$ cat src/rtl/ntt_pkg.sv
// Shared constants, Barrett factor helper and lane data types for the NTT reduction path.
package ntt_pkg;

    localparam int              NTT_DATA_WIDTH = 32;
    localparam longint unsigned NTT_Q          = 64'd998244353;
    localparam int              NTT_K          = $clog2(NTT_Q);

    // floor(2^(2k) / q), evaluated at elaboration only
    function automatic logic [127:0] barrett_mu(input longint unsigned q, input int k);
        logic [127:0] num;
        num = 128'd1 << (2 * k);
        return num / 128'(q);
    endfunction

    typedef logic [2*NTT_DATA_WIDTH-1:0] wide_t;
    typedef logic [NTT_DATA_WIDTH-1:0]   coef_t;

endpackage

$ cat src/rtl/barrett_lane.sv
// One lane of the four-stage Barrett reduction datapath; all stages advance together on en_i.
// S1 input reg, S2 quotient estimate, S3 remainder, S4 final correction to output.
module barrett_lane
    import ntt_pkg::*;
#(
    parameter int              DATA_WIDTH = NTT_DATA_WIDTH,
    parameter longint unsigned Q          = NTT_Q,
    localparam int             K          = $clog2(Q)
) (
    input  logic                  clk_i,
    input  logic                  reset_i,
    input  logic                  en_i,
    input  logic [2*K-1:0]        x_i,
    output logic [DATA_WIDTH-1:0] r_o
);

    localparam int QW = K + 1;
    localparam int RW = K + 2;
    localparam int MW = K + 2;
    localparam int PW = QW + MW;
    localparam logic [127:0]  MU   = barrett_mu(Q, K);
    localparam logic [MW-1:0] MU_C = MW'(MU);
    localparam logic [RW-1:0] Q_C  = RW'(Q);

    logic [2*K-1:0] s1_x_q;
    logic [RW-1:0]  s2_x_q;
    logic [RW-1:0]  s2_q3_q;
    logic [RW-1:0]  s3_r_q;
    logic [RW-1:0]  s4_r_q;

    logic [QW-1:0]  q1;
    logic [PW-1:0]  prod1;
    logic [RW-1:0]  q3_d;
    logic [RW-1:0]  r_d;
    logic [RW-1:0]  r_fix_d;

    assign q1    = s1_x_q[2*K-1:K-1];
    assign prod1 = PW'(q1) * PW'(MU_C);
    assign q3_d  = RW'(prod1 >> (K + 1));

    // True remainder is below 3Q < 2^(K+2), so the low K+2 bits of both terms suffice
    assign r_d = s2_x_q - RW'(s2_q3_q * Q_C);

    always_comb begin
        r_fix_d = s3_r_q;
        if (r_fix_d >= Q_C) r_fix_d = r_fix_d - Q_C;
        if (r_fix_d >= Q_C) r_fix_d = r_fix_d - Q_C;
    end

    always_ff @(posedge clk_i or posedge reset_i) begin
        if (reset_i) begin
            s1_x_q  <= '0;
            s2_x_q  <= '0;
            s2_q3_q <= '0;
            s3_r_q  <= '0;
            s4_r_q  <= '0;
        end else if (en_i) begin
            s1_x_q  <= x_i;
            s2_x_q  <= s1_x_q[RW-1:0];
            s2_q3_q <= q3_d;
            s3_r_q  <= r_d;
            s4_r_q  <= r_fix_d;
        end
    end

    assign r_o = DATA_WIDTH'(s4_r_q);

endmodule

$ cat src/rtl/ntt_mod_reduce_pipe.sv
// Two-lane Barrett mod-Q reduction pipe behind one valid/ready handshake.
// Latency 4 cycles, 1 pair/cycle; the whole pipe stalls when valid_o is held by !ready_i.
module ntt_mod_reduce_pipe
    import ntt_pkg::*;
#(
    parameter int              DATA_WIDTH = NTT_DATA_WIDTH,
    parameter longint unsigned Q          = NTT_Q
) (
    input  logic                    clk_i,
    input  logic                    reset_i,
    input  logic                    valid_i,
    output logic                    ready_o,
    input  logic [2*DATA_WIDTH-1:0] data1_i,
    input  logic [2*DATA_WIDTH-1:0] data2_i,
    output logic                    valid_o,
    input  logic                    ready_i,
    output logic [DATA_WIDTH-1:0]   data1_o,
    output logic [DATA_WIDTH-1:0]   data2_o,
    output logic                    busy_o,
    output logic                    range_err_o
);

    localparam int K = $clog2(Q);

    logic [3:0] vld_q;
    logic       range_err_q;
    logic       range_err_d;
    logic       adv;
    logic       accept;
    logic       upper_hit;

    assign adv     = !vld_q[3] || ready_i;
    assign ready_o = adv;
    assign accept  = valid_i && adv;
    assign valid_o = vld_q[3];
    assign busy_o  = |vld_q;

    if (DATA_WIDTH > K) begin : g_upper
        assign upper_hit = (|data1_i[2*DATA_WIDTH-1:2*K]) || (|data2_i[2*DATA_WIDTH-1:2*K]);
    end else begin : g_no_upper
        assign upper_hit = 1'b0;
    end

    assign range_err_d = range_err_q || (accept && upper_hit);

    // Bubbles travel with the data, so the valid pipe shifts on every advance
    always_ff @(posedge clk_i or posedge reset_i) begin
        if (reset_i) begin
            vld_q       <= '0;
            range_err_q <= 1'b0;
        end else begin
            range_err_q <= range_err_d;
            if (adv) vld_q <= {vld_q[2:0], valid_i};
        end
    end

    assign range_err_o = range_err_q;

    barrett_lane #(.DATA_WIDTH(DATA_WIDTH), .Q(Q)) u_lane1 (
        .clk_i   (clk_i),
        .reset_i (reset_i),
        .en_i    (adv),
        .x_i     (data1_i[2*K-1:0]),
        .r_o     (data1_o)
    );

    barrett_lane #(.DATA_WIDTH(DATA_WIDTH), .Q(Q)) u_lane2 (
        .clk_i   (clk_i),
        .reset_i (reset_i),
        .en_i    (adv),
        .x_i     (data2_i[2*K-1:0]),
        .r_o     (data2_o)
    );

endmodule
$ cat config.mk
export PLATFORM = sky130hd
export DESIGN_NAME = ntt_mod_reduce_pipe
export DESIGN_NICKNAME = d
export VERILOG_FILES = /design/src/rtl/ntt_pkg.sv /design/src/rtl/barrett_lane.sv /design/src/rtl/ntt_mod_reduce_pipe.sv
export SDC_FILE = /design/constraint.sdc
export NUM_CORES = 2
export LEC_CHECK = 0
export ABC_AREA = 1
export BUFFER_PORTS_ARGS = -buffer_cell sky130_fd_sc_hd__buf_2
export CORE_MARGIN = 2
export CORE_UTILIZATION = 63
export CTS_CLUSTER_DIAMETER = 50
export DETAILED_ROUTE_END_ITERATION = 16
export MAX_ROUTING_LAYER = met4
export PLACE_DENSITY = 0.87
export REMOVE_ABC_BUFFERS = 1
export SLEW_MARGIN = 25
export SYNTH_ARGS = -nofsm -noshare
export SYNTH_HDL_FRONTEND = slang
export SYNTH_HIERARCHICAL = 1
export SYNTH_SLANG_ARGS = --single-unit
$ cat constraint.sdc
create_clock -name clk_i -period 10.2 [get_ports clk_i]
set_input_delay 1.53 -clock clk_i [delete_from_list [all_inputs] [get_ports clk_i]]
set_output_delay 1.53 -clock clk_i [all_outputs]
set_load 0.005 [all_outputs]
-- Word level (Yosys, flattened, before mapping)
Index checks and enable logic that the tools add are counted.
- multiplexer cells: 4
- add/sub/neg operators: 6
- multipliers: 4
- order comparisons: 4
- reduce and logical (&&, ||, !) cells: 9
- operators with widths (cell ; count):
    $ge A32 B30 Y1 const B ; 4
    $mux W32 ; 4
    $sub A32 B30 Y32 const B ; 4
    $mul A31 B31 Y62 const B ; 2
    $mul A31 B30 Y32 const B ; 2
    $sub A32 B32 Y32 ; 2
    $reduce_or A4 Y1 ; 3
    $logic_or A1 B1 Y1 ; 3
    $logic_and A1 B1 Y1 ; 2
    $logic_not A1 Y1 ; 1
- input bits: 132
- word-level logic and storage cells: 39
- output and inout bits: 68
- register bits: 379

-- Depth between registers and ports, before layout
- word-level depth: 5
- mapped depth: 31
- depth with buffers taken out: 31

-- Cells and area by module
Netlist, hierarchy kept.
- by module, submodules not included (module ; sequential area each (um^2) ; instances ; area each (um^2) ; cells each):
    barrett_lane (u_lane1) ; 4679.5 ; 1 ; 27806.7 ; 3485
    barrett_lane (u_lane2) ; 4679.5 ; 1 ; 27785.4 ; 3476
    ntt_mod_reduce_pipe ; 125.1 ; 1 ; 250.2 ; 30

-- Worst setup path before layout
OpenSTA, ideal clock, no wires.
- path type: register to register
- start: register u_lane1.s1_x_q[44]
- end: register u_lane1.s2_q3_q[19]
- arrival: 6254 ps
- path slack: 3828 ps
- data required time: 10083 ps
- cell stages (with the launch flop): 26
- path buffers: 0
- period minus slack after synthesis: 6372 ps
- library setup time: 117 ps
- cell sequence: dfrtp_1 fa_1 ha_1 inv_1 fa_1 inv_1 fa_1 fa_1 fa_1 inv_1 fa_1 fa_1 inv_1 ha_1 a21oi_1 inv_1 a21oi_1 a21boi_0 o21ai_0 a21oi_1 nor2_1 nor2_1 o21bai_1 or2_2 nand3_1 nand2_1
- cells in the longest elaborated chain, start to end: 1
- RTL lines (element ; line ; text):
    start: declaration ; barrett_lane.sv:25 ; logic [2*K-1:0] s1_x_q;
    start signal: assignment ; barrett_lane.sv:58 ; s1_x_q <= x_i;
    $mul A31 B31 Y62 ; barrett_lane.sv:38 ; assign prod1 = PW'(q1) * PW'(MU_C);
    end signal: assignment ; barrett_lane.sv:60 ; s2_q3_q <= q3_d;
    end: declaration ; barrett_lane.sv:27 ; logic [RW-1:0] s2_q3_q;
No other way between the ends.
A chain may end at the register's enable or synchronous reset.

-- Worst setup path after layout
- start: register u_lane1.s1_x_q[42]
- end: register u_lane1.s2_q3_q[15]
The elaborated chain is that of the path after synthesis.

==> impl.org <==
** Run status
- The run finished with clean final reports.

** Place
- Final HPWL from detailed placement :: 133,600 um
- IO buf count :: 199
- Total placed cells including tap cells :: 8,253
- Last weighted congestion value of the routability-driven placer :: 1.084
- Post-placement setup slack :: 3169 ps

** Detailed routing
- Post-DRT Antenna Nets :: 0
- Number of vias per cell :: 5.580
- The routed design has 163,000 um of wire.
- Drt wl/cell :: 19.49 um
- Residual DRC :: 0
- Detailed-router iteration count before antenna repair :: 6
- After the first detailed-routing iteration, the DRC count stood at 3,595.
- Across all layers, the routed design uses 46.68k vias.

** Synthesis
- Count of mapped cells out of synthesis :: 6,991
- Share of synthesized flip-flops with an asynchronous set or reset :: 1.000
- Of the synthesized area, sequential elements account for 0.1698.
- Post-synthesis cell type count :: 55
- Averaged over all synthesized cells, the footprint is 7.988 um2.
- Mapped Area :: 55,840 um2
- FF+latch count, synth :: 379
- For this run, the number of Yosys warnings is 6.
- EDFF count, synth :: 0
- Flip-flop cell with the highest count after synthesis :: sky130_fd_sc_hd__dfrtp_1

** Floorplanning
- Initial Utilization :: 0.6338
- Core region area :: 88,100 um2
- In this run the core area contains 109 standard-cell rows.
- In this run the count of I/O pins placed on the die edge is 200.
- Die X-Extent :: 301.7 um
- The die covers 91,040 um2.
- Height of the die :: 301.7 um

** Cells and area
- The area growth from synthesis to layout is 7.392%.
- Of the cells placed in the final design, the portion with a size suffix greater than 1 is 0.06306.
- Number of cells in the finished layout apart from fillers :: 8,366
- In the final layout, flip-flops and latches occupy 9484 um2.
- After the last flow step, the layout net total stands at 8,871.
- Number of filler instances in the final layout :: 7,234
- Multi-input gate area in the final layout :: 40,220 um2

** STA
- The number of pins exceeding their max-slew limit in the final report came to 0.
- Setup repair after global routing left no endpoint under its margin.
- Minimum period implied by the final worst setup slack :: 7128 ps
- Timing-limited maximum frequency :: 0.1403 GHz
- Dividing the final minimum period by the clock period gives 0.6988.
- Total negative slack for setup checks :: 0 ps
- Setup violations remaining at the end of the flow were counted as 0.
- Max-slew headroom at the worst pin :: 0.3279
- Transition time at the pin with the least slew margin :: 1008 ps
- The final-report hold violation count is 0.
- On the final layout, the worst clock skew is 22.29 ps.
- Setup slack on the critical path of the routed design comes to 3072 ps.

** Global route
- Overall track demand over capacity in global routing :: 0.3726
- Wire length of the first global-routing pass :: 255,200 um
- Total congestion overflow after global routing :: 0
- The number of global-route vias before repair is 47.45k.
- The number of antenna violations at the first check in global routing came to 1.
- Largest net degree at the start of global routing :: 174

** Critical path
- Cells traversed along the worst timing path :: fa_1, ha_1, inv_1, fa_1, inv_1, fa_1, fa_1, fa_1, inv_1, fa_1, fa_1, inv_1, ha_1, a21oi_1, inv_1, a21oi_1, a21boi_0, o21ai_0, a21oi_1, o21ai_0, nand3_1, nand3_1, a31oi_1
- Reg-to-reg slack, setup :: 3070 ps
- The number of cells on the worst reg-to-reg path is 23.
- For this run, the slowest stage of the critical path takes 770 ps.
- Among all stages on the critical path, the largest delay is contributed by sky130_fd_sc_hd__dfrtp_1.
- STA classifies the critical path endpoint as a flop.
- At the worst endpoint, the required time is 10,810 ps.
- In this run the worst path has a maximum fanout of 11.
- The endpoint identified for the worst register-to-register timing path is u_lane1/s2_q3_q[15].
- In this run the critical register-to-register path is launched from u_lane1/s1_x_q[42].
- By instance count, the cell type seen most on the critical path is sky130_fd_sc_hd__fa_1.
- STA classifies the critical path startpoint as a flop.
- Crit path DAT :: 7730 ps
- The critical path is of the flop to flop type.

** Clock network
- TritonCTS built the clock tree.
- The number of hold buffers added after CTS was 0.
- Buffers inserted during clock tree synthesis total 61.
- Depth of the CTS H-tree :: 2
- Clock Tree Root :: sky130_fd_sc_hd__clkbuf_16
- Clock-pin slew was measured on the worst setup and hold paths at 60 ps.
- CTS saw 379 sinks.
- Gates resized during post-CTS repair numbered 0.
- Clock latency on the worst-skew pair :: 690 ps
- The longest clock path from root to sink contains 3 buffers.
- Post-CTS Setup Repair Bufs :: 0

** Worst hold path
- Number of cells on the worst hold path :: 2
- The worst hold path terminates at range_err_o.
- The worst hold path belongs to the class flop to flop.
- Startpoint of the tightest hold check path :: range_err_o

** Job
- Max Cap Violations :: 0
==> cells in the mapped netlist (13+ instances only) <==
cell / instances / area share
sky130_fd_sc_hd__nor2_1: 465 / 0.031
sky130_fd_sc_hd__o21bai_1: 19 / 0.0026
sky130_fd_sc_hd__nand3_1: 228 / 0.020
sky130_fd_sc_hd__dfrtp_1: 379 / 0.17
sky130_fd_sc_hd__nor3_1: 33 / 0.0030
sky130_fd_sc_hd__fa_1: 562 / 0.20
sky130_fd_sc_hd__xor2_1: 103 / 0.016
sky130_fd_sc_hd__a21o_1: 21 / 0.0028
sky130_fd_sc_hd__nand2_1: 1524 / 0.10
sky130_fd_sc_hd__nand3b_1: 16 / 0.0022
sky130_fd_sc_hd__xnor2_1: 56 / 0.0088
sky130_fd_sc_hd__nor2_2: 21 / 0.0024
sky130_fd_sc_hd__ha_1: 1026 / 0.23
sky130_fd_sc_hd__nand2_2: 15 / 0.0017
sky130_fd_sc_hd__clkbuf_1: 76 / 0.0051
sky130_fd_sc_hd__inv_2: 16 / 0.0011
sky130_fd_sc_hd__nand4_1: 93 / 0.010
sky130_fd_sc_hd__o21ai_1: 36 / 0.0032
sky130_fd_sc_hd__or2_2: 45 / 0.0050
sky130_fd_sc_hd__o31ai_1: 14 / 0.0019
sky130_fd_sc_hd__o21ai_0: 282 / 0.025
sky130_fd_sc_hd__buf_2: 13 / 0.0012
sky130_fd_sc_hd__a31oi_1: 81 / 0.0091
sky130_fd_sc_hd__inv_1: 1475 / 0.099
sky130_fd_sc_hd__a21oi_1: 259 / 0.023
sky130_fd_sc_hd__o21a_1: 18 / 0.0024
==> layer usage <==
metal,part of all wire,track usage,wire length [um],up-vias
met3,0.066,0.04928,10750,402
li1,-,-,-,22380
met4,0.048,0.1572,7809,0
met2,0.47,0.6104,76850,1693
met1,0.41,0.4650,67630,22210
met5,0,-,0,-
==> cells in the final DEF, fill, tap and decap left out, drive strengths merged, types with 14 or more instances in the layout <==
master,instances
nand2,1541
nand3b,16
xnor2,56
clkbuf,70
o31ai,14
o21ai,325
o21bai,20
buf,207
xor2,103
nor2,493
or2,45
dfrtp,379
a21oi,263
nand3,232
a31oi,81
fa,562
ha,1026
nor3,34
clkinv,17
nand4,95
a21o,21
inv,1511
o21a,18
==> worst max-delay path: cells and delay by family (launching register included) <==
kind	cells	cell delay, ps
AND/OR/NAND/NOR	2	270
flip-flops	1	770
AO/OA/AOI/OAI	7	1540
adder cells (fa/ha/maj)	9	4210
buffers and inverters	5	270
==> how the worst max path moves through the flow <==
stage                             startpoint                  end  slack [ps]  cells after the start
after floorplan                      ready_i  u_lane2/s2_q3_q[10]         700                      4
after global placement    u_lane1/s1_x_q[43]  u_lane1/s2_q3_q[15]        3160                     24
after detailed placement  u_lane1/s1_x_q[43]  u_lane1/s2_q3_q[19]        3170                     25
after CTS                 u_lane1/s1_x_q[43]  u_lane1/s2_q3_q[19]        3150                     25
after global routing      u_lane1/s1_x_q[42]  u_lane1/s2_q3_q[15]        2710                     23
final                     u_lane1/s1_x_q[42]  u_lane1/s2_q3_q[15]        3070                     23
==> kinds of logic (layout without fill, tap and decap cells) <==
group	Yosys count	after routing	share of synthesized area
compound gates	782	782	0.07907
xor+xnor	159	159	0.02494
fa+ha+maj	1588	1588	0.4314
buf+inv	1605	1814	0.1100
flops	379	379	0.1698
other cells	0	1	0
simple gates	2478	2478	0.1848
==> stage by stage <==
step | hold slack [ps] | utilization | cell area, um2
floorplan | 442.2 | - | 55310
global placement | 445.4 | 0.6567 | 57850
detailed placement | 453.6 | 0.6567 | 57850
CTS | 468.7 | 0.6805 | 59950
global route | 492.9 | 0.6807 | 59970
finish | 462.2 | 0.6807 | 59970
==> registers in the layout, indices dropped and copies added (netlist names) <==
name,cells
u_lane1/r_o,32
u_lane2/s3_r_q,32
u_lane1/s2_x_q,32
u_lane2/s2_q3_q,31
u_lane2/s2_x_q,32
u_lane2/s1_x_q,60
range_err_o,1
u_lane1/s1_x_q,60
u_lane2/r_o,32
u_lane1/s3_r_q,32
u_lane1/s2_q3_q,31
vld_q,4
==> final cells by class <==
type                            instances  area share
Antenna cell                            1  0.00004173
Clock buffer                           70     0.02702
Clock inverter                         42    0.007970
Inverter                             1495     0.09412
Multi-Input combinational cell       5007      0.6707
Sequential cell                       379      0.1581
Tap cell                             1165     0.02431
Timing Repair Buffer                  207     0.01767
Power is left out: the tool's default activity adds up to more than one toggle a clock period on the data nets, which glitch-free logic cannot reach.
